--- config.mk ---
export PLATFORM = sky130hd
export DESIGN_NAME = serial_adder_sub
export DESIGN_NICKNAME = d
export VERILOG_FILES = /design/src/rtl/serial_adder_sub_pkg.sv /design/src/rtl/serial_adder_sub_full_adder_cell.sv /design/src/rtl/serial_adder_sub.sv
export SDC_FILE = /design/constraint.sdc
export NUM_CORES = 1
export LEC_CHECK = 0
export ABC_AREA = 1
export BUFFER_PORTS_ARGS = -buffer_cell sky130_fd_sc_hd__buf_2
export CORE_MARGIN = 5
export CORE_UTILIZATION = 45
export DETAILED_ROUTE_END_ITERATION = 8
export GPL_ROUTABILITY_DRIVEN = 0
export PLACE_DENSITY_LB_ADDON = 0.3
export SYNTH_ARGS = -nofsm -noshare
export SYNTH_HDL_FRONTEND = slang
export SYNTH_HIERARCHICAL = 1
export SYNTH_SLANG_ARGS = --single-unit
--- constraint.sdc ---
create_clock -name CLK -period 1.79 [get_ports CLK]
set_input_delay 0.4475 -clock CLK [delete_from_list [all_inputs] [get_ports CLK]]
set_output_delay 0.4475 -clock CLK [all_outputs]
set_load 0.01 [all_outputs]
--- src/rtl/serial_adder_sub_pkg.sv ---
// Shared types and elaboration helpers for the bit-serial adder/subtractor.
// The helpers are functions because the values depend on the instance parameters.
package serial_adder_sub_pkg;

    typedef enum logic [1:0] {
        S_IDLE = 2'd0,
        S_RUN  = 2'd1,
        S_DONE = 2'd2
    } state_t;

    function automatic int num_steps(input int width, input int bpc);
        return width / bpc;
    endfunction

    // The step counter needs at least one bit, even for single-step configurations.
    function automatic int step_width(input int steps);
        return (steps > 1) ? $clog2(steps) : 1;
    endfunction

    function automatic bit params_ok(input int width, input int bpc);
        return (width >= 2) && (bpc >= 1) && (bpc <= width) && ((width % bpc) == 0);
    endfunction

endpackage

--- src/rtl/serial_adder_sub_full_adder_cell.sv ---
// Single-bit combinational full adder; one link of the per-cycle ripple chain.
module full_adder_cell
    import serial_adder_sub_pkg::*;
(
    input  logic A,
    input  logic B,
    input  logic Cin,
    output logic S,
    output logic Cout
);

    assign S    = A ^ B ^ Cin;
    assign Cout = (A & B) | (Cin & (A ^ B));

endmodule

--- src/rtl/serial_adder_sub.sv ---
// Multi-cycle adder/subtractor: BITS_PER_CYCLE bits per clock, LSB first, carry held
// in a flop between steps. Outputs update only on the final step.
module serial_adder_sub
    import serial_adder_sub_pkg::*;
#(
    parameter int WIDTH          = 8,
    parameter int BITS_PER_CYCLE = 1
) (
    input  logic             CLK,
    input  logic             RST,
    input  logic             START,
    input  logic             SUB,
    input  logic [WIDTH-1:0] A,
    input  logic [WIDTH-1:0] B,
    input  logic             Cin,
    output logic             BUSY,
    output logic             DONE,
    output logic [WIDTH-1:0] S,
    output logic             Cout,
    output logic             OVF
);

    localparam int NUM_STEPS = num_steps(WIDTH, BITS_PER_CYCLE);
    localparam int STEP_W    = step_width(NUM_STEPS);

    if (!params_ok(WIDTH, BITS_PER_CYCLE)) begin : g_param_check
        $error("serial_adder_sub: WIDTH must be >= 2 and divisible by BITS_PER_CYCLE");
    end

    state_t                    state_reg;
    state_t                    state_next;
    logic [WIDTH-1:0]          op_a_reg;
    logic [WIDTH-1:0]          op_b_reg;
    logic                      carry_reg;
    logic [STEP_W-1:0]         step_reg;
    logic [WIDTH-1:0]          res_reg;
    logic [WIDTH-1:0]          res_next;
    logic [WIDTH-1:0]          s_reg;
    logic                      cout_reg;
    logic                      ovf_reg;
    logic [BITS_PER_CYCLE:0]   chain_c;
    logic [BITS_PER_CYCLE-1:0] chain_s;
    logic                      accept;
    logic                      last_step;

    // Operands shift right each step, so the active chunk is always the low bits.
    assign chain_c[0] = carry_reg;
    for (genvar gi = 0; gi < BITS_PER_CYCLE; gi++) begin : g_chain
        full_adder_cell u_cell (
            .A    (op_a_reg[gi]),
            .B    (op_b_reg[gi]),
            .Cin  (chain_c[gi]),
            .S    (chain_s[gi]),
            .Cout (chain_c[gi+1])
        );
    end

    // New sum chunk enters at the top; after NUM_STEPS steps chunk 0 sits at the LSB.
    assign res_next  = WIDTH'({chain_s, res_reg} >> BITS_PER_CYCLE);
    assign accept    = START && (state_reg != S_RUN);
    assign last_step = (step_reg == STEP_W'(NUM_STEPS - 1));

    always_ff @(posedge CLK or posedge RST) begin
        if (RST) begin
            state_reg <= S_IDLE;
        end else begin
            state_reg <= state_next;
        end
    end

    always_comb begin
        state_next = state_reg;
        case (state_reg)
            S_IDLE:  if (START) state_next = S_RUN;
            S_RUN:   if (last_step) state_next = S_DONE;
            S_DONE:  state_next = START ? S_RUN : S_IDLE;
            default: state_next = S_IDLE;
        endcase
    end

    always_comb begin
        BUSY = (state_reg == S_RUN);
        DONE = (state_reg == S_DONE);
    end

    always_ff @(posedge CLK or posedge RST) begin
        if (RST) begin
            op_a_reg  <= '0;
            op_b_reg  <= '0;
            carry_reg <= 1'b0;
            step_reg  <= '0;
            res_reg   <= '0;
            s_reg     <= '0;
            cout_reg  <= 1'b0;
            ovf_reg   <= 1'b0;
        end else if (accept) begin
            // Subtract as A + ~B + ~Cin, which equals A - B - Cin modulo 2^WIDTH.
            op_a_reg  <= A;
            op_b_reg  <= SUB ? ~B : B;
            carry_reg <= SUB ? ~Cin : Cin;
            step_reg  <= '0;
        end else if (state_reg == S_RUN) begin
            op_a_reg  <= op_a_reg >> BITS_PER_CYCLE;
            op_b_reg  <= op_b_reg >> BITS_PER_CYCLE;
            carry_reg <= chain_c[BITS_PER_CYCLE];
            step_reg  <= step_reg + STEP_W'(1);
            res_reg   <= res_next;
            if (last_step) begin
                s_reg    <= res_next;
                cout_reg <= chain_c[BITS_PER_CYCLE];
                ovf_reg  <= chain_c[BITS_PER_CYCLE] ^ chain_c[BITS_PER_CYCLE-1];
            end
        end
    end

    assign S    = s_reg;
    assign Cout = cout_reg;
    assign OVF  = ovf_reg;

endmodule

==> results.cfg <==
[clock_tree]
cts-hold-fix-buffers = 0
cts.sinks = 39
clk_path_buf_depth = 2
insertion_delay_ns = 0.28
root_buffer = clkbuf_8
cts_buffers = 5
cts_setup_buffers = 0
clkTransAtPathRegs_ns = 0.07
cts_max_level = 2
cts-resized-gates = 0
cts_tree = yes

[placed_design]
io_buffers = 32
hpwl_mm = 2.41
pre_cts_ws_ns = 0.369

[finish]
fin_nets = 275
final_layout_size_suffix_gt1_share_pct = 23.4
nFillCells = 390
areaGrowthSynthToFinish_pct = 16.1
n_antenna_cell = 0

[routing]
met1_length_mm = 1.59
antenna_left = 0
viasPerCell = 4.61
wl_mm = 3.40
drtIter0Drc = 80
dr.pass1.iters = 4
vias = 1392
dr_wl_met2_mm = 1.58
drc_errors = 0
dr.max_layer_used = met4
wl_met3_um = 172
wl_per_cell_um = 11.2

[yosys]
yosys_warnings = 6
synthCells = 217
yosysMostFrequentCell = nand2_1
synth_top_area_share_pct = 52.5
yosys_most_used_dff = dfrtp_1
yosysTopAreaCell = dfrtp_1
yosys-top-cells-count = nand2_1, dfrtp_1, nand3_1
synth_seq_cells = 39
synthesis.area_um2 = 1860
synth_edf_count = 0
avgSynthCellArea_um2 = 8.57
synth_cell_types = 23
async_flop_share_pct = 100
synth_nets = 241
ys_seq_area_share_pct = 52.5
synth_area_leaders = dfrtp_1, nand2_1, nand3_1

[power]
power.leakage_nw = 1.20
power_density_nw_per_um2 = 1570
vdd_drop_max_mv = 0.703

[sta]
slew_violations = 0
tightest_slew_ns = 0.512
min_period_over_period_pct = 90.1
min_period_ns = 1.61
finalSetupTns_ns = 0
max-slew-margin-rel_pct = 65.9
setup_violations = 0
finalWorstSetupSlack_ns = 0.178
rsz0062_at_grt = no
fin_skew_ns = 0.00222
max_freq_ghz = 0.620
final_hold_viol_count = 0

[die]
row_count = 23
initial_core_util_pct = 46.5
die_y_um = 74.3
io_pins = 33
core-area_um2 = 4000
die_x_um = 74.3
die-area_um2 = 5520

[grt]
grt_max_degree = 40
antenna_found_initial = 0
gr-total-overflow = 0
grt_pass1_wl_mm = 6.00
grt_usage_pct = 14.3
grt_pass1_vias = 1332

[setup_path]
worstPathMaxFanout = 7
r2r_cells = 6
path_class = reg2out
cp.required_ns = 1.34
cp-end-kind = output port
start_kind = flip-flop
arrival_ns = 1.16

[worst_hold_path]
hp-class = in2async

[flow_run]
max-cap-violations = 0

[run_status]
outcome = completed
-- layout by cell type (no fill, tap or decap) --
cell type and n:
nor2_4 1, o21ai_0 7, buf_4 3, a21oi_2 1, nand2_1 83, ha_1 2, xor2_1 2, clkinv_2 1
bufinv_16 1, inv_1 20, dfrtp_1 39, buf_2 32, fa_1 1, nand2_2 2, nor2_1 2, buf_12 1
a21oi_1 1, nand2_4 1, nand3_2 1, clkbuf_8 6, o22ai_1 1, o21ai_2 7, nand3_1 35, inv_2 2
-- where the power goes --
group	leakage (nW)	switching (mW)	total, mW	internal [mW]
Sequential	0.501	0.206	1.45	1.24
Clock	0.0612	0.295	0.746	0.451
Combinational	0.637	0.723	1.20	0.480
-- logic make-up after synthesis --
kind of cell / after synthesis / synth area share (%)
xor gates and xnor gates: 2 / 0.942
AOI/OAI and AO/OA: 17 / 6.25
adders and majority gates: 3 / 2.42
buffers and inverters: 31 / 8.94
and+or+nand+nor: 125 / 29.0
DFF: 39 / 52.5
-- area by class of cell --
| type | instances | area, um2 | area share (%) |
|---|---|---|---|
| Sequential cell | 39 | 976 | 45.2 |
| Clock inverter | 2 | 35.0 | 1.62 |
| Inverter | 22 | 82.6 | 3.82 |
| Clock buffer | 6 | 82.6 | 3.82 |
| Tap cell | 50 | 62.6 | 2.90 |
| Multi-Input combinational cell | 147 | 718 | 33.3 |
| Timing Repair Buffer | 36 | 203 | 9.39 |
-- per-layer routing --
layer	up-vias	global-route usage, %
met1	618	18.7
li1	746	-
met5	-	0
met3	5	3.65
met4	0	5.34
met2	23	22.9
-- path summary, 6_finish.rpt --
kind | start | endpoint | slack, ns
min in group CLK | A[7] | op_a_reg[7] | 0.37
max reg2reg | step_reg[0] | Cout | 0.41
min reg2reg | S[0] | S[0] | 0.48
max | state_reg[0] | BUSY | 0.18
min | RST | S[1] | 0.27
max in group asynchronous | RST | op_a_reg[5] | 1.19
-- critical path, cell delays in order (launching register included) --
cell and delay, ns:
dfrtp_1 0.45, inv_2 0.07, nor2_4 0.19, buf_2 0.17
-- metrics by stage --
step	total power, mW	hold slack, ns	cell area, um2	std cells	util, %
6_report	3.40	0.268	2160	302	54.0
5_1_grt	3.70	0.345	2160	302	54.0
4_1_cts	3.45	0.280	2160	302	54.0
3_5_place_dp	2.69	0.461	2040	294	51.0
3_3_place_gp	2.66	0.461	2040	294	51.0
2_1_floorplan	2.42	0.442	1860	217	-
No activity file was read; power rests on OpenSTA's default activity.
